## src/rtl/card_sprite_renderer_pkg.sv

```systemverilog
// Shared types, geometry constants and the per-axis step helper for the
// card sprite renderer. Optional feature macro: CARD_BLINK_EN.
package card_pkg;

  localparam int SPRITE_W = 16;
  localparam int SPRITE_H = 32;
  localparam int SCREEN_W = 256;
  localparam int SCREEN_H = 240;

  typedef logic [2:0] color_t;
  typedef logic [7:0] pos_t;

  typedef enum logic [1:0] {
    IDLE,
    MOVING,
    DONE
  } mover_state_t;

  // Move one axis toward its target by at most step; lands exactly on the target.
  function automatic pos_t step_toward(pos_t cur, pos_t tgt, pos_t step);
    if (cur < tgt) begin
      return ((tgt - cur) <= step) ? tgt : pos_t'(cur + step);
    end else if (cur > tgt) begin
      return ((cur - tgt) <= step) ? tgt : pos_t'(cur - step);
    end
    return cur;
  endfunction

endpackage

```

## src/rtl/card_sprite_renderer_if.sv

```systemverilog
// Pixel, move-control and sprite-RAM signals of the card sprite renderer.
// slave: the renderer; master: whoever drives pixels, moves and the RAM.
interface card_sprite_renderer_if;
  import card_pkg::*;

  pos_t       pix_x;
  pos_t       pix_y;
  logic       pix_en;
  logic       frame_start;
  logic       move_req;
  pos_t       tgt_x;
  pos_t       tgt_y;
  logic       move_busy;
  logic       move_done;
  logic [8:0] rAddr;
  logic       RE;
  color_t     dataIn;
  color_t     pix_color;
  logic       pix_valid;

  modport slave (
    input  pix_x, pix_y, pix_en, frame_start, move_req, tgt_x, tgt_y, dataIn,
    output move_busy, move_done, rAddr, RE, pix_color, pix_valid
  );

  modport master (
    output pix_x, pix_y, pix_en, frame_start, move_req, tgt_x, tgt_y, dataIn,
    input  move_busy, move_done, rAddr, RE, pix_color, pix_valid
  );
endinterface

```

## src/rtl/card_sprite_renderer_mover.sv

```systemverilog
// card_mover: frame-synchronous move FSM owning the card position.
// With CARD_BLINK_EN a frame counter hides the card every other
// BLINK_FRAMES-long period while moving.
module card_mover
  import card_pkg::*;
#(
  parameter pos_t INIT_X       = 8'd0,
  parameter pos_t INIT_Y       = 8'd0,
  parameter int   STEP         = 4,
  parameter int   BLINK_FRAMES = 8
) (
  input  logic clock,
  input  logic reset,
  input  logic frame_start_i,
  input  logic move_req_i,
  input  pos_t tgt_x_i,
  input  pos_t tgt_y_i,
  output pos_t cur_x_o,
  output pos_t cur_y_o,
  output logic move_busy_o,
  output logic move_done_o,
  output logic hide_o
);

  mover_state_t state_q, state_d;
  pos_t cur_x_q, cur_x_d, cur_y_q, cur_y_d;
  pos_t tgt_x_q, tgt_x_d, tgt_y_q, tgt_y_d;
  pos_t step_x, step_y;

  assign step_x = step_toward(cur_x_q, tgt_x_q, pos_t'(STEP));
  assign step_y = step_toward(cur_y_q, tgt_y_q, pos_t'(STEP));

  // Next-state logic: latch target in IDLE, step once per frame in MOVING.
  always_comb begin
    // NOTE: every output of a combinational block gets a default first so no latch is inferred.
    state_d = state_q;
    cur_x_d = cur_x_q;
    cur_y_d = cur_y_q;
    tgt_x_d = tgt_x_q;
    tgt_y_d = tgt_y_q;
    case (state_q)
      IDLE: begin
        if (move_req_i) begin
          tgt_x_d = tgt_x_i;
          tgt_y_d = tgt_y_i;
          state_d = MOVING;
        end
      end
      MOVING: begin
        if (frame_start_i) begin
          cur_x_d = step_x;
          cur_y_d = step_y;
          if (step_x == tgt_x_q && step_y == tgt_y_q) state_d = DONE;
        end
      end
      DONE:    state_d = IDLE;
      default: state_d = IDLE;
    endcase
  end

  // State, position and target registers.
  always_ff @(posedge clock) begin
    // NOTE: sequential state uses non-blocking assignments so all registers update together.
    if (reset) begin
      state_q <= IDLE;
      cur_x_q <= INIT_X;
      cur_y_q <= INIT_Y;
      tgt_x_q <= INIT_X;
      tgt_y_q <= INIT_Y;
    end else begin
      state_q <= state_d;
      cur_x_q <= cur_x_d;
      cur_y_q <= cur_y_d;
      tgt_x_q <= tgt_x_d;
      tgt_y_q <= tgt_y_d;
    end
  end

  assign cur_x_o     = cur_x_q;
  assign cur_y_o     = cur_y_q;
  assign move_busy_o = (state_q == MOVING);
  assign move_done_o = (state_q == DONE);

`ifdef CARD_BLINK_EN
  localparam int BW = $clog2(2 * BLINK_FRAMES);
  logic [BW-1:0] blink_q, blink_d;

  // Frame counter modulo two blink half-periods; cleared on leaving MOVING.
  always_comb begin
    blink_d = blink_q;
    if (state_q == MOVING && state_d != MOVING) begin
      blink_d = '0;
    end else if (state_q == MOVING && frame_start_i) begin
      blink_d = (blink_q == BW'(2 * BLINK_FRAMES - 1)) ? '0 : blink_q + 1'b1;
    end
  end

  // Blink counter register.
  always_ff @(posedge clock) begin
    if (reset) blink_q <= '0;
    else       blink_q <= blink_d;
  end

  assign hide_o = (blink_q >= BW'(BLINK_FRAMES));
`else
  // Card is always visible; BLINK_FRAMES is only referenced so it stays a live parameter.
  assign hide_o = (BLINK_FRAMES < 1);
`endif

endmodule

```

## src/rtl/card_sprite_renderer.sv

```systemverilog
// card_sprite_renderer: hit test of the pixel position against the card,
// sprite RAM addressing and a 3-edge pixel pipeline (RAM read is registered).
// Optional feature macro: CARD_BLINK_EN (blink while moving).
module card_sprite_renderer
  import card_pkg::*;
#(
  parameter pos_t   INIT_X       = 8'd0,
  parameter pos_t   INIT_Y       = 8'd0,
  parameter int     STEP         = 4,
  parameter color_t TRANSP       = 3'b000,
  parameter int     BLINK_FRAMES = 8
) (
  input  logic clock,
  input  logic reset,
  card_sprite_renderer_if.slave bus
);

  pos_t       cur_x, cur_y;
  logic       hide;
  logic [8:0] x_end, y_end;
  logic       hit;
  logic [3:0] col;
  logic [4:0] row;
  logic       valid_next;

  logic [8:0] raddr_q;
  logic       hit1_q, hit2_q;
  logic       valid_q;
  color_t     color_q;

  card_mover #(
    .INIT_X       (INIT_X),
    .INIT_Y       (INIT_Y),
    .STEP         (STEP),
    .BLINK_FRAMES (BLINK_FRAMES)
  ) u_mover (
    .clock         (clock),
    .reset         (reset),
    .frame_start_i (bus.frame_start),
    .move_req_i    (bus.move_req),
    .tgt_x_i       (bus.tgt_x),
    .tgt_y_i       (bus.tgt_y),
    .cur_x_o       (cur_x),
    .cur_y_o       (cur_y),
    .move_busy_o   (bus.move_busy),
    .move_done_o   (bus.move_done),
    .hide_o        (hide)
  );

  // 9-bit end coordinates clip a card near the right/bottom edge instead of wrapping.
  assign x_end = {1'b0, cur_x} + 9'(SPRITE_W);
  assign y_end = {1'b0, cur_y} + 9'(SPRITE_H);

  assign hit = bus.pix_en && !hide
            && bus.pix_x >= cur_x && {1'b0, bus.pix_x} < x_end
            && {1'b0, bus.pix_x} < 9'(SCREEN_W)
            && bus.pix_y >= cur_y && {1'b0, bus.pix_y} < y_end
            && bus.pix_y < 8'(SCREEN_H);

  assign col = 4'(bus.pix_x - cur_x);
  assign row = 5'(bus.pix_y - cur_y);

  assign valid_next = hit2_q && (bus.dataIn != TRANSP);

  // Pixel pipeline: address on edge 1, RAM data on edge 2, colour on edge 3.
  always_ff @(posedge clock) begin
    if (reset) begin
      raddr_q <= '0;
      hit1_q  <= 1'b0;
      hit2_q  <= 1'b0;
      valid_q <= 1'b0;
      color_q <= '0;
    end else begin
      if (hit) raddr_q <= {row, col};
      hit1_q  <= hit;
      hit2_q  <= hit1_q;
      valid_q <= valid_next;
      color_q <= valid_next ? bus.dataIn : 3'b000;
    end
  end

  assign bus.rAddr     = raddr_q;
  assign bus.RE        = hit1_q;
  assign bus.pix_valid = valid_q;
  assign bus.pix_color = color_q;

endmodule

```

## src/flat_wrapper.sv

```systemverilog
// flat-port wrapper written by rule: the top's interface ports become plain ports
module card_sprite_renderer_flat import card_pkg::*;
#(
  parameter pos_t   INIT_X       = 8'd0,
  parameter pos_t   INIT_Y       = 8'd0,
  parameter int     STEP         = 4,
  parameter color_t TRANSP       = 3'b000,
  parameter int     BLINK_FRAMES = 8
)
  (clock, reset, bus_pix_x, bus_pix_y, bus_pix_en, bus_frame_start, bus_move_req, bus_tgt_x, bus_tgt_y, bus_dataIn, bus_move_busy, bus_move_done, bus_rAddr, bus_RE, bus_pix_color, bus_pix_valid);
  card_sprite_renderer_if bus_i ();
  input  logic clock;
  input  logic reset;
  input wire logic [$bits(bus_i.pix_x)-1:0] bus_pix_x;
  input wire logic [$bits(bus_i.pix_y)-1:0] bus_pix_y;
  input wire logic [$bits(bus_i.pix_en)-1:0] bus_pix_en;
  input wire logic [$bits(bus_i.frame_start)-1:0] bus_frame_start;
  input wire logic [$bits(bus_i.move_req)-1:0] bus_move_req;
  input wire logic [$bits(bus_i.tgt_x)-1:0] bus_tgt_x;
  input wire logic [$bits(bus_i.tgt_y)-1:0] bus_tgt_y;
  input wire logic [$bits(bus_i.dataIn)-1:0] bus_dataIn;
  output wire logic [$bits(bus_i.move_busy)-1:0] bus_move_busy;
  output wire logic [$bits(bus_i.move_done)-1:0] bus_move_done;
  output wire logic [$bits(bus_i.rAddr)-1:0] bus_rAddr;
  output wire logic [$bits(bus_i.RE)-1:0] bus_RE;
  output wire logic [$bits(bus_i.pix_color)-1:0] bus_pix_color;
  output wire logic [$bits(bus_i.pix_valid)-1:0] bus_pix_valid;
  assign bus_i.pix_x = bus_pix_x;
  assign bus_i.pix_y = bus_pix_y;
  assign bus_i.pix_en = bus_pix_en;
  assign bus_i.frame_start = bus_frame_start;
  assign bus_i.move_req = bus_move_req;
  assign bus_i.tgt_x = bus_tgt_x;
  assign bus_i.tgt_y = bus_tgt_y;
  assign bus_i.dataIn = bus_dataIn;
  assign bus_move_busy = bus_i.move_busy;
  assign bus_move_done = bus_i.move_done;
  assign bus_rAddr = bus_i.rAddr;
  assign bus_RE = bus_i.RE;
  assign bus_pix_color = bus_i.pix_color;
  assign bus_pix_valid = bus_i.pix_valid;
  card_sprite_renderer #(.INIT_X(INIT_X), .INIT_Y(INIT_Y), .STEP(STEP), .TRANSP(TRANSP), .BLINK_FRAMES(BLINK_FRAMES)) u_core (.clock(clock), .reset(reset), .bus(bus_i));
endmodule
```

## config.mk

```make
export PLATFORM = sky130hd
export DESIGN_NAME = card_sprite_renderer_flat
export DESIGN_NICKNAME = d
export VERILOG_FILES = /design/src/rtl/card_sprite_renderer_pkg.sv /design/src/rtl/card_sprite_renderer_if.sv /design/src/rtl/card_sprite_renderer_mover.sv /design/src/rtl/card_sprite_renderer.sv /design/src/flat_wrapper.sv
export SDC_FILE = /design/constraint.sdc
export NUM_CORES = 1
export LEC_CHECK = 0
export ABC_AREA = 1
export BUFFER_PORTS_ARGS = -buffer_cell sky130_fd_sc_hd__buf_4
export CAP_MARGIN = 15
export CORE_MARGIN = 2
export CORE_UTILIZATION = 35
export CTS_CLUSTER_SIZE = 16
export DETAILED_ROUTE_END_ITERATION = 16
export PLACE_DENSITY = 0.6
export SLEW_MARGIN = 25
export SYNTH_ARGS = -nofsm -noshare
export SYNTH_HDL_FRONTEND = slang
export SYNTH_HIERARCHICAL = 1
export SYNTH_SLANG_ARGS = --single-unit
```

## constraint.sdc

```tcl
create_clock -name clock -period 3 [get_ports clock]
set_input_delay 0.3 -clock clock [delete_from_list [all_inputs] [get_ports clock]]
set_output_delay 0.3 -clock clock [all_outputs]
set_load 0.1 [all_outputs]
```

Word level (Yosys, flattened, before mapping)
Index checks and enable logic that the tools add are counted.

Bits in registers: 49. Input port bits: 40. Logic and storage cells: 74.

$add $sub $neg: 12. Magnitude comparators: 13. Eq/ne operators: 7. Multiplexer cells: 18. Bitwise gates (word level): 1. Reductions and logical operators: 13.

Operators with widths (number): 8-bit 2-to-1 mux (10); 8-bit by 3-bit <= comparator with 1-bit output, second input constant (4); 8-bit subtractor (4); 8-bit by 9-bit less-than comparator with 1-bit output (2); 8-bit by 3-bit adder with 8-bit output, second input constant (2); 8-bit equality test (2); 8-bit >= comparator (2); 8-bit greater-than comparator (2); 8-bit less-than comparator (2); 8-bit by 3-bit subtractor with 8-bit output, second input constant (2); 8-bit by 5-bit adder with 9-bit output, second input constant (1); 8-bit by 6-bit adder with 9-bit output, second input constant (1); 8-bit less-than comparator, second input constant (1); 1-bit logical AND (7); 2-bit 2-to-1 mux (3); 5-bit subtractor (1); 1-bit 2-to-1 mux (4); 2-bit inequality test, second input constant (2); 2-bit case mux with 2 select lines (1); 2-bit AND reduction (2); 4-bit subtractor (1); 3-bit AND reduction (1); 3-bit nonzero test (1); 2-bit by 1-bit equality test with 1-bit output, second input constant (1); other kinds (5) (5).

Depth between registers and ports, before layout
Gate-level depths: netlist of run 1.

Word-level depth: 11. Gate-level depth with buffers: 26. Gate-level depth less buffers: 26.

Modules after synthesis
Netlist of run 1, hierarchy kept.

Modules (own cells, without submodules): card_mover (instances 1, cells an instance 711, area each 4131.5 um^2, seq. area each 680.7 um^2); card_sprite_renderer (instances 1, cells an instance 213, area each 1496.4 um^2, seq. area each 300.3 um^2).

Least setup slack after synthesis of run 1
OpenSTA, ideal clock, no wires.

Path kind: register to register. Start point: register u_core.u_mover.cur_y_q[5] (netlist: u_core/u_mover/cur_y_o[5]). End point: register u_core.u_mover.state_q[0]. Arrival: 2.706 ns. Path slack: 0.182 ns. Cell stages (with the launch flop): 22. Clock period less this slack: 2.818 ns. Cell sequence: dfxtp_1 > clkbuf_1 > inv_1 > ha_1 > nand2_1 > inv_1 > a21oi_2 > nand2_2 > nand2_1 > nand2_1 > nor2_2 > nand2_2 > nand2_4 > nand3_4 > nand3_1 > nand3_1 > nor2_1 > nand3_1 > nor2_1 > nand2_1 > nand2_1 > nand2_1.

Cells in the longest elaborated chain, start to end: 10.

RTL lines: start, declared (line card_sprite_renderer_mover.sv:26) `pos_t cur_x_q, cur_x_d, cur_y_q, cur_y_d;`; start signal, assigned (line card_sprite_renderer_mover.sv:73) `cur_y_q <= cur_y_d;`; 8-bit subtractor (line card_sprite_renderer_pkg.sv:24) `return ((cur - tgt) <= step) ? tgt : pos_t'(cur - step);`; 8-bit by 3-bit <= comparator with 1-bit output (line card_sprite_renderer_pkg.sv:24); 8-bit 2-to-1 mux (line card_sprite_renderer_pkg.sv:24); 8-bit 2-to-1 mux (line card_sprite_renderer_pkg.sv:23) `end else if (cur > tgt) begin`; 8-bit 2-to-1 mux (line card_sprite_renderer_pkg.sv:21) `if (cur < tgt) begin`; 8-bit 2-to-1 mux (*) (line card_sprite_renderer_pkg.sv:26) `return cur;`; 8-bit equality test (*) (line card_sprite_renderer_mover.sv:53) `if (step_x == tgt_x_q && step_y == tgt_y_q) state_d = DONE;`; 1-bit logical AND (*) (line card_sprite_renderer_mover.sv:53); 2-bit by 1-bit inequality test with 1-bit output (no line) (*); 3-bit AND reduction (no line) (*); end signal, assigned (line card_sprite_renderer_mover.sv:71) `state_q <= state_d;`; end, declared (line card_sprite_renderer_mover.sv:25) `mover_state_t state_q, state_d;`.

Mark *: on every way between the ends. The rest lies on a longest branch, timed or not. The select of a mux whose other input is x is not followed. A chain may end at the register's enable or synchronous reset.

Worst setup path after layout of run 1
Start point: register u_core.u_mover.tgt_y_q[3]. End point: register u_core.u_mover.state_q[0].

Cells in the longest elaborated chain, start to end: 10.

RTL lines: start, declared (line card_sprite_renderer_mover.sv:27) `pos_t tgt_x_q, tgt_x_d, tgt_y_q, tgt_y_d;`; start signal, assigned (line card_sprite_renderer_mover.sv:75) `tgt_y_q <= tgt_y_d;`; 8-bit subtractor (line card_sprite_renderer_pkg.sv:24); 8-bit by 3-bit <= comparator with 1-bit output (line card_sprite_renderer_pkg.sv:24); 8-bit 2-to-1 mux (line card_sprite_renderer_pkg.sv:24); 8-bit 2-to-1 mux (line card_sprite_renderer_pkg.sv:23); 8-bit 2-to-1 mux (line card_sprite_renderer_pkg.sv:21); 8-bit 2-to-1 mux (line card_sprite_renderer_pkg.sv:26); 8-bit equality test (*) (line card_sprite_renderer_mover.sv:53); 1-bit logical AND (*) (line card_sprite_renderer_mover.sv:53); 2-bit by 1-bit inequality test with 1-bit output (no line) (*); 3-bit AND reduction (no line) (*).

Marks and branches as above.

==> summary.md, run 1 <==
| Metric | Value |
|---|---|
| Row count | `46` |
| Chip width | `131 µm` |
| R2R Path Start | `u_core/u_mover/tgt_y_q[3]$_SDFFE_PP0P_` |
| Maximum VDD drop | `0.225 mV` |
| WS Path Type | `reg -> reg` |
| FILL cells | `1706` |
| Critical path required time | `3.22 ns` |
| Antenna violations before repair | `0` |
| Worst Path Arrival | `2.97 ns` |
| GR Overflow Total | `0` |
| Global-route wire length before repair | `25500 µm` |
| Syn. warnings | `6` |
| Die area | `17100 µm²` |
| Seq/Total Area, Yosys | `0.174` |
| Worst setup EP type | `register` |
| Clk_skew | `0.0136 ns` |
| Final hold viol count | `0` |
| Worst setup SP type | `register` |
| Clk Latency, worst-skew pair | `0.31 ns` |
| Num ports | `56` |
| CTS H-tree lvls | `2` |
| Cell count of the worst reg-to-reg path | `20` |
| Final GP Congestion | `0.882` |
| Most frequent CP cell | `nand2_1` |
| First-pass DRT Iterations | `5` |
| Slew margin rel. | `0.524` |
| Root Buffer | `clkbuf_16` |
| ANT cells | `0` |
| FFs w/ async S/R, synth | `0` |
| Hold_sp | `bus_dataIn[2]` |
| Status | `finished clean` |
| Final setup vio count | `0` |
| GRT Total Usage | `0.185` |
| R2r endpoint | `u_core/u_mover/state_q[0]$_SDFFE_PP0P_` |
| F_max | `363 MHz` |
| Clk slew on worst S/H paths | `0.08 ns` |
| Avg Vias per Cell | `4.85` |
| Buffers on Ports | `55` |
| DR DRC count | `0` |
| Num CTS Buffers | `5` |
| Design area | `6690 µm²` |
| CP Max Fanout | `9` |
| Final Max Slew Viols | `0` |
| Iteration-0 DRC Markers | `443` |
| P&R area growth vs syn | `18.9%` |
| Post-synth EDFFs | `0` |
| Worst path top cell family by delay | `simple AND/OR/NAND/NOR gates` |
| CP max stage delay | `0.44 ns` |
| Tot Pwr | `3.42 mW` |
| Slew @ Worst Pin | `0.713 ns` |
| Reg2Reg Setup Slack | `0.24 ns` |
| TritonCTS Sinks | `49` |
| Die Ht | `131 µm` |
| Vias in the first global route | `5266` |
| Area after DPL | `6430 µm²` |
| Pwr per Cell Area | `511 nW/µm²` |
| Hold path depth | `3` |
| Mapped cell area | `5630 µm²` |
| #FFs+latches synth | `49` |
| Final HPWL DP | `12500 µm` |
| Hold Path End | `u_core/bus.pix_color[2]$_SDFF_PP0_` |
| Core area | `15800 µm²` |
| Leading register cell type out of synthesis | `dfxtp_1` |
| Period Utilization, post-route | `0.919` |
| Crit-path slowest cell | `dfxtp_1` |
| WL final | `15600 µm` |
| Maximum clock path buffer count | `2` |
| Post-synth cell types | `38` |
| P_leak | `3.56 nW` |
| Final #Nets | `1105` |
| Commonest cells after routing, fill and taps aside | `nand2_1 (273), nand3_1 (146), inv_1 (136)` |
| Maximum Capacitance Violations | `0` |
| Most common cell after layout, fill and taps aside | `nand2_1` |
| Vias post-DR | `5923` |
| Hold-fix buffers, CTS | `0` |
| Minimum clock period | `2.76 ns` |
| Gate count of the mapped netlist | `924` |
| Share of cells above drive strength 1 | `0.169` |
| Antenna Nets Post-Route | `0` |
| CTS tree | `yes` |
| Initial Utilization | `0.356` |
| Worst path cell trace | `inv_1, ha_1, nand2_1, nand2_1, a21oi_2, nand2_2, nand2_1, nand2_1, nor2_4, nand2_2, nand2_4, nand3_4, nand3_1, nand3_1, nor2_1, nand3_1, nor2_1, nand2_1, nand2_1, nand2_1` |
| Buffers and inverters on the worst path | `1` |
| WL per Instance | `12.8 µm` |
| Syn avg cell area | `6.09 µm²` |
| HP Class | `in -> reg` |
| Largest net degree at the start of global routing | `27` |
| Post-synth net total | `1025` |
[sequential cells by signal (all words and copies together), names as in the netlist]
name                    flops
u_core/u_mover/state_q      2
u_core/u_mover/tgt_x_q      8
u_core/u_mover/cur_x_o      8
u_core/hit2_q               1
u_core/bus.pix_color        3
u_core/bus.rAddr            9
u_core/u_mover/cur_y_o      8
u_core/u_mover/tgt_y_q      8
u_core/bus.pix_valid        1
u_core/bus.RE               1
[worst max path at each step]
stage	cells past startpoint	slack, ns	start	end
5_1_grt	21	-0.01	u_core/u_mover/cur_y_o[1]$_SDFFE_PP0P_	u_core/u_mover/state_q[0]$_SDFFE_PP0P_
6_report	20	0.24	u_core/u_mover/tgt_y_q[3]$_SDFFE_PP0P_	u_core/u_mover/state_q[0]$_SDFFE_PP0P_
4_1_cts	20	0.09	u_core/u_mover/cur_y_o[5]$_SDFFE_PP0P_	u_core/u_mover/state_q[0]$_SDFFE_PP0P_
3_3_place_gp	20	0.08	u_core/u_mover/cur_y_o[5]$_SDFFE_PP0P_	u_core/u_mover/state_q[0]$_SDFFE_PP0P_
2_1_floorplan	21	0.18	u_core/u_mover/cur_y_o[5]$_SDFFE_PP0P_	u_core/u_mover/state_q[0]$_SDFFE_PP0P_
3_5_place_dp	20	0.09	u_core/u_mover/cur_y_o[5]$_SDFFE_PP0P_	u_core/u_mover/state_q[0]$_SDFFE_PP0P_
[what timing repair did]
action                                  in CTS  in global routing
gates resized for setup                      0                 18
setup buffers                                0                  5
endpoints found under the setup margin       0                  2
[worst min-delay path, delay by kind of cell]
kind,cells,cell delay (ns)
buffers and inverters,2,0.12
AND/OR/NAND/NOR,1,0.04
[cells in the mapped netlist (6+ instances only)]
cell type	number	area (µm²)
a21oi_1	39	195
a21oi_2	11	96.3
clkbuf_1	11	41.3
dfxtp_1	49	981
ha_1	59	738
inv_1	138	518
inv_2	9	33.8
nand2_1	274	1030
nand2_2	14	87.6
nand3_1	146	731
nand4_1	10	62.6
nor2_1	45	169
nor3_1	6	30.0
o211ai_1	7	52.6
o21ai_0	29	145
or2_1	6	37.5
xor2_1	19	166
[area by class of cell]
type / count / area [µm²] / area share
Clock inverter: 3 / 25.0 / 0.00374
Clock buffer: 5 / 125 / 0.0187
Sequential cell: 49 / 981 / 0.147
Multi-Input combinational cell: 705 / 4040 / 0.604
Tap cell: 216 / 270 / 0.0404
Inverter: 154 / 583 / 0.0871
Timing Repair Buffer: 89 / 668 / 0.0999
[routing by layer]
metal,up-vias,global-route usage,part of all wire
li1,3106,-,-
met1,2616,0.267,0.49
met2,186,0.289,0.43
met3,15,0.0252,0.069
met4,0,0.0476,0.015
met5,-,0,0
[cells by family (layout without fill, tap and decap cells)]
group | after synthesis | count (layout) | synth area share
simple gates | 526 | 526 | 0.429
buf+inv | 170 | 251 | 0.122
compound gates | 93 | 93 | 0.0987
fa+ha+maj | 61 | 61 | 0.138
flops | 49 | 49 | 0.174
xor+xnor | 24 | 24 | 0.0373
other cells | 1 | 1 | 0.000666
[per-stage QoR]
stage | utilization | setup WS, ns | hold slack [ns] | std cells | TNS (ns)
floorplan | - | 0.182 | 0.372 | 924 | 0
global placement | 0.406 | 0.0788 | 0.413 | 1208 | 0
detailed placement | 0.406 | 0.0930 | 0.416 | 1208 | 0
CTS | 0.415 | 0.0861 | 0.183 | 1216 | 0
global route | 0.423 | -0.0103 | 0.207 | 1221 | -0.0103
finish | 0.423 | 0.244 | 0.182 | 1221 | 0
[where the power goes]
part | internal, mW | switching (mW) | leakage (nW)
clock network | 0.317 | 0.308 | 0.0708
registers | 0.696 | 0.0422 | 0.401
logic | 0.750 | 1.31 | 3.09
Power figures use the tool's default switching activity.
==> inputs of run 2 (changes only) <==
--- a/config.mk
+++ b/config.mk
@@ -12,9 +12,9 @@
 export CORE_UTILIZATION = 35
 export CTS_CLUSTER_SIZE = 16
 export DETAILED_ROUTE_END_ITERATION = 16
-export PLACE_DENSITY = 0.6
+export PLACE_DENSITY = 0.59
+export REMOVE_ABC_BUFFERS = 1
 export SLEW_MARGIN = 25
 export SYNTH_ARGS = -nofsm -noshare
 export SYNTH_HDL_FRONTEND = slang
-export SYNTH_HIERARCHICAL = 1
 export SYNTH_SLANG_ARGS = --single-unit
==> summary.md, run 2 <==
| Metric | Value |
|---|---|
| Status | `finished clean` |
| Layout Cells excl Fill | `1230` |
| #FFs+latches synth | `49` |
| R2R Path Start | `u_core.u_mover.cur_x_o[2]$_SDFFE_PP0P_` |
| Post-synth cell types | `40` |
| Root Buffer | `clkbuf_16` |
| Syn avg cell area | `6.12 µm²` |
| Post-synth EDFFs | `0` |
| Final Max Slew Viols | `0` |
| Most frequent cell after synthesis | `nand2_1` |
| Net Sw Power | `1.84 mW` |
| Vias in the first global route | `5657` |
| Clk slew on worst S/H paths | `0.07 ns` |
| P_int | `1.93 mW` |
| CP startpoint | `u_core.u_mover.cur_x_o[2]$_SDFFE_PP0P_` |
| Gate count of the mapped netlist | `911` |
| Buffers and inverters on the worst path | `2` |
| Seq/Total Area, Yosys | `0.176` |
| Global-route wire length before repair | `28200 µm` |
| Synth Area in XOR/XNOR | `0.0361` |
| Antenna Nets Post-Route | `0` |
| Post-Synth Adder-Cell Area | `0.146` |
| GRT Total Usage | `0.212` |
| FILL cells | `1696` |
| GR Overflow Total | `0` |
| Hold_sp | `bus_dataIn[2]` |
| WS Path Type | `reg -> reg` |
| Avg Vias per Cell | `4.92` |
| Final setup vio count | `0` |
| Clock share of power | `0.159` |
| WL final | `17700 µm` |
| Max reg flops | `9` |
| Clk_skew | `0.00692 ns` |
| Antenna violations before repair | `0` |
| FFs w/ async S/R, synth | `0` |
| CTS H-tree lvls | `2` |
| First-pass DRT Iterations | `5` |
| WL per Instance | `14.4 µm` |
| Maximum clock path buffer count | `2` |
| HP Class | `in -> reg` |
| Commonest cells after routing, fill and taps aside | `nand2_1 (260), inv_1 (129), nand3_1 (119)` |
| Worst Path Arrival | `2.94 ns` |
| Area leader, netlist | `dfxtp_1` |
| Clk Latency, worst-skew pair | `0.30 ns` |
| Core area | `15700 µm²` |
| P_leak | `3.63 nW` |
| Sequential power share | `0.203` |
| Initial Utilization | `0.355` |
| Critical path required time | `3.20 ns` |
| Leading register cell type out of synthesis | `dfxtp_1` |
| Slew margin rel. | `0.451` |
| Most common cell after layout, fill and taps aside | `nand2_1` |
| Period Utilization, post-route | `0.916` |
| Worst path top cell family by delay | `compound AO/OA/AOI/OAI gates` |
| Chip width | `130 µm` |
| Hold-fix buffers, CTS | `0` |
| TritonCTS Sinks | `49` |
| Final hold viol count | `0` |
| Maximum VDD drop | `0.244 mV` |
| Row count | `46` |
| Design area | `6930 µm²` |
| CTS tree | `yes` |
| Combinational Power Share | `0.638` |
| Largest family of logic cells by synthesized area | `simple AND/OR/NAND/NOR gates` |
| CP Max Fanout | `9` |
| Buffers on Ports | `55` |
| Simple-Gate Fraction of Synth Area | `0.415` |
| Multiplexer area fraction after synthesis | `0` |
| DR DRC count | `0` |
| Mapped cell area | `5580 µm²` |
| Vias post-DR | `6046` |
| F_max | `364 MHz` |
| Switching part of the total | `0.488` |
| Area after DPL | `6550 µm²` |
| Die Ht | `130 µm` |
| Worst setup SP type | `register` |
| P&R area growth vs syn | `24.3%` |
| Worst setup EP type | `register` |
| Iteration-0 DRC Markers | `325` |
| Placed insts | `1215` |
| Largest net degree at the start of global routing | `37` |
| Worst path cell trace | `inv_2, ha_1, a21oi_1, o21ai_0, nand2_1, nand2_1, a21oi_1, nor2_1, o21ai_0, a21boi_0, o21a_1, nor2_1, nand2_2, buf_4, o21ai_0, nor2_1` |
| Die area | `17000 µm²` |
| ANT cells | `0` |
| Maximum Capacitance Violations | `0` |
| Final HPWL DP | `14300 µm` |
| CP max stage delay | `0.46 ns` |
| Share of cells above drive strength 1 | `0.198` |
| Crit-path slowest cell | `dfxtp_1` |
| Synth area leaders | `dfxtp_1 (18%), nand2_1 (18%), ha_1 (14%), nand3_1 (11%), inv_1 (8.8%)` |
| Minimum clock period | `2.75 ns` |
| Num CTS Buffers | `5` |
| Final #Nets | `1117` |
| Slew @ Worst Pin | `0.823 ns` |
| Top cell types by occurrence after synthesis | `nand2_1 (261), inv_1 (130), nand3_1 (121)` |
| Complex-gate fraction of the synthesized area | `0.115` |
| Area share of the largest cell type after synthesis | `0.176` |
| Final GP Congestion | `0.947` |
| Syn. warnings | `0` |
| Pwr per Cell Area | `544 nW/µm²` |
| Num ports | `56` |
run 2: changes by cell type in the layout (fill, tap and decap cells not counted), moves of 5 or more:
cell and delta:
ha_4 +6, inv_1 -7, o21ai_0 +21, a21oi_2 -11
dfxtp_1 -12, a21oi_1 +11, buf_4 +23, o211ai_1 -5
nor2_1 +10, nand2_1 -13, dfxtp_2 +12, nand3_1 -27
run 2: final cells by class:
cell class | count | area, µm² | area share
inverter | 141 | 536 | 0.0773
tap | 216 | 270 | 0.0390
sequential | 49 | 996 | 0.144
timing repair inverter | 1 | 7.51 | 0.00108
timing repair buffer | 112 | 841 | 0.121
multi-input combinational | 703 | 4140 | 0.597
clock buffer | 6 | 129 | 0.0186
clock inverter | 2 | 15.0 | 0.00217
run 2: path summary, 6_finish.rpt:
path,endpoint,slack (ns),cells after the start
min,u_core.bus.pix_color[2]$_SDFF_PP0_,0.19,3
max,u_core.bus.rAddr[1]$_SDFFE_PP0P_,0.25,16
max reg2reg,u_core.bus.rAddr[1]$_SDFFE_PP0P_,0.25,16
min reg2reg,u_core.bus.pix_color[1]$_SDFF_PP0_,0.45,2
run 2: power groups by stage:
stage / registers [mW] / clock network, mW / logic, mW
final: 0.765 / 0.599 / 2.41
after global routing: 0.772 / 0.632 / 2.70
after CTS: 0.755 / 0.612 / 2.28
after detailed placement: 0.769 / 0 / 2.27
after global placement: 0.770 / 0 / 2.28
after floorplan: 0.801 / 0 / 1.58
run 2: metrics by stage:
stage / hold WS, ns / power [mW] / util / TNS [ns] / setup slack, ns
floorplan: 0.369 / 2.38 / - / 0 / 0.285
global placement: 0.440 / 3.05 / 0.417 / 0 / 0.0552
detailed placement: 0.441 / 3.04 / 0.417 / 0 / 0.0668
CTS: 0.185 / 3.65 / 0.426 / 0 / 0.0503
global route: 0.193 / 4.10 / 0.441 / -0.0557 / -0.0337
finish: 0.190 / 3.77 / 0.441 / 0 / 0.251
run 2: worst min-delay path: stages:
cell and delay (ns):
buf_4 0.08, nand2_1 0.04, inv_1 0.04
run 2: cells by family (layout without fill, tap and decap cells):
kind of cell,Yosys count,in the layout
XOR/XNOR,23,23
AO/OA/AOI/OAI,118,118
adder cells (fa/ha/maj),64,64
flip-flops,49,49
buffers and inverters,159,262
AND/OR/NAND/NOR,498,498
run 2: metal layers:
metal / track usage / wire length (µm) / up-vias / part of all wire
li1: - / - / 3132 / -
met1: 0.268 / 8080 / 2705 / 0.46
met2: 0.365 / 8160 / 165 / 0.46
met3: 0.0312 / 829 / 44 / 0.047
met4: 0.0784 / 599 / 0 / 0.034
met5: 0 / 0 / - / 0
run 2: what timing repair did:
action	CTS	global route
resized for setup	0	41
setup endpoints to repair	0	11
buffers inserted	0	6
==> inputs of run 3 (changes only) <==
--- a/config.mk
+++ b/config.mk
@@ -8,11 +8,11 @@
 export ABC_AREA = 1
 export BUFFER_PORTS_ARGS = -buffer_cell sky130_fd_sc_hd__buf_4
 export CAP_MARGIN = 15
-export CORE_MARGIN = 2
+export CORE_MARGIN = 1
 export CORE_UTILIZATION = 35
 export CTS_CLUSTER_SIZE = 16
 export DETAILED_ROUTE_END_ITERATION = 16
-export PLACE_DENSITY = 0.59
+export PLACE_DENSITY = 0.57
 export REMOVE_ABC_BUFFERS = 1
 export SLEW_MARGIN = 25
 export SYNTH_ARGS = -nofsm -noshare
==> constraint.sdc (replaced) <==
create_clock -name clock -period 3.3 [get_ports clock]
set_input_delay 0.33 -clock clock [delete_from_list [all_inputs] [get_ports clock]]
set_output_delay 0.33 -clock clock [all_outputs]
set_load 0.1 [all_outputs]
==> summary.md, run 3 (synthesized netlist as in run 2, its figures left out) <==
| Metric | Value |
|---|---|
| Status | `finished clean` |
| Critical path required time | `3.49 ns` |
| Setup tns final | `0 ns` |
| Hold WS | `0.221 ns` |
| CTS H-tree lvls | `2` |
| Final HPWL DP | `13800 µm` |
| Slew margin rel. | `0.559` |
| Clk_skew | `0.0124 ns` |
| Worst path top cell family by delay | `simple AND/OR/NAND/NOR gates` |
| Period Utilization, post-route | `0.902` |
| Root Buffer | `clkbuf_16` |
| P_leak | `3.45 nW` |
| Most common cell after layout, fill and taps aside | `nand2_1` |
| Worst Path Arrival | `3.17 ns` |
| Vias in the first global route | `5590` |
| Design area | `6500 µm²` |
| First-pass DRT Iterations | `5` |
| Final hold viol count | `0` |
| DR DRC count | `0` |
| GRT Total Usage | `0.214` |
| Maximum VDD drop | `0.211 mV` |
| RSZ-0062 raised after global routing | `false` |
| Most frequent CP cell | `nand2_1` |
| WS Path Type | `reg -> reg` |
| Maximum Capacitance Violations | `0` |
| Clk slew on worst S/H paths | `0.08 ns` |
| Share of cells above drive strength 1 | `0.142` |
| Max reg flops | `9` |
| CP max stage delay | `0.42 ns` |
| HP Class | `in -> reg` |
| Row count | `45` |
| Die area | `16400 µm²` |
| Global-route wire length before repair | `27700 µm` |
| Final Max Slew Viols | `0` |
| F_max | `336 MHz` |
| Vias post-DR | `5750` |
| Tot Pwr | `3.30 mW` |
| Resize count post-CTS | `0` |
| Slew @ Worst Pin | `0.661 ns` |
| Avg Vias per Cell | `4.85` |
| Layout Cells excl Fill | `1186` |
| Buffers and inverters on the worst path | `2` |
| Buffers on Ports | `55` |
| CTS tree | `yes` |
| ANT cells | `0` |
| Worst setup SP type | `register` |
| CP Max Fanout | `11` |
| Post-CTS Repair Setup Buffers | `0` |
| Maximum clock path buffer count | `2` |
| Num ports | `56` |
| Final setup vio count | `0` |
| Chip width | `128 µm` |
| Final GP Congestion | `0.950` |
| P&R area growth vs syn | `16.6%` |
| Largest net degree at the start of global routing | `21` |
| Initial Utilization | `0.363` |
| FILL cells | `1694` |
| Antenna violations before repair | `0` |
| Placed insts | `1178` |
| Worst setup EP type | `register` |
| GR Overflow Total | `0` |
| Area of the multi-input gates | `3990 µm²` |
| Iteration-0 DRC Markers | `269` |
| WL per Instance | `14.3 µm` |
| Num CTS Buffers | `5` |
| Fin util | `0.423` |
| TritonCTS Sinks | `49` |
| Crit-path slowest cell | `ha_1` |
| Pre-CTS setup slack | `0.190 ns` |
| Final #Nets | `1078` |
| Worst path cell trace | `inv_1, ha_1, or2_1, nand3_1, nand2_1, nand2_1, nand2_1, nor2_4, nand2_4, nand2_2, nand3_4, nand3_1, inv_1, nor2_1, nand2_1, nor2_1, nand2_1, nor2_1, nand2_1, nand2_1, nand2_1` |
| FF+latch area | `982 µm²` |
| Area after DPL | `6300 µm²` |
| Hold-fix buffers, CTS | `0` |
| Minimum clock period | `2.98 ns` |
| Die Ht | `128 µm` |
| Clk Latency, worst-skew pair | `0.30 ns` |
| WL final | `17000 µm` |
| Antenna Nets Post-Route | `0` |
| Core area | `15400 µm²` |
| Fin worst setup slack | `0.324 ns` |
| Pwr per Cell Area | `508 nW/µm²` |
| Commonest cells after routing, fill and taps aside | `nand2_1 (261), inv_1 (130), nand3_1 (121)` |
-- run 3: cell type report --
cell class	count	area share
Timing Repair Buffer	74	0.0855
Tap cell	211	0.0406
Inverter	141	0.0818
Multi-Input combinational cell	703	0.614
Clock buffer	6	0.0214
Sequential cell	49	0.151
Clock inverter	2	0.00577
-- run 3: worst paths after layout --
check | from | end | slack, ns | depth (start not counted)
hold reg to reg | u_core.hit2_q$_SDFF_PP0_ | u_core.bus.pix_color[1]$_SDFF_PP0_ | 0.44 | 2
setup reg to reg | u_core.u_mover.tgt_y_q[2]$_SDFFE_PP0P_ | u_core.u_mover.state_q[0]$_SDFFE_PP0P_ | 0.32 | 21
hold / removal | bus_dataIn[2] | u_core.bus.pix_color[2]$_SDFF_PP0_ | 0.22 | 3
setup / recovery | u_core.u_mover.tgt_y_q[2]$_SDFFE_PP0P_ | u_core.u_mover.state_q[0]$_SDFFE_PP0P_ | 0.32 | 21
-- run 3: layer usage --
metal  track usage  wire (µm)  up-vias
met5             0          0        -
met4        0.0651        370        0
met3        0.0242        592       24
met2         0.363       7650      125
met1         0.282       8350     2547
li1              -          -     3054
-- run 3: worst register-to-register path, cell delays in order, from the launching register on --
cell and delay, ns:
dfxtp_1 0.38, inv_1 0.12, ha_1 0.42, or2_1 0.28, nand3_1 0.13, nand2_1 0.07
nand2_1 0.06, nand2_1 0.08, nor2_4 0.17, nand2_4 0.11, nand2_2 0.14, nand3_4 0.17
nand3_1 0.14, inv_1 0.05, nor2_1 0.09, nand2_1 0.06, nor2_1 0.10, nand2_1 0.06
nor2_1 0.08, nand2_1 0.05, nand2_1 0.05, nand2_1 0.04
-- run 3: where the power goes --
group | internal [mW] | switching [mW] | total, mW
Sequential | 0.635 | 0.0584 | 0.694
Clock | 0.379 | 0.253 | 0.632
Combinational | 0.677 | 1.30 | 1.97
Total | 1.69 | 1.61 | 3.30
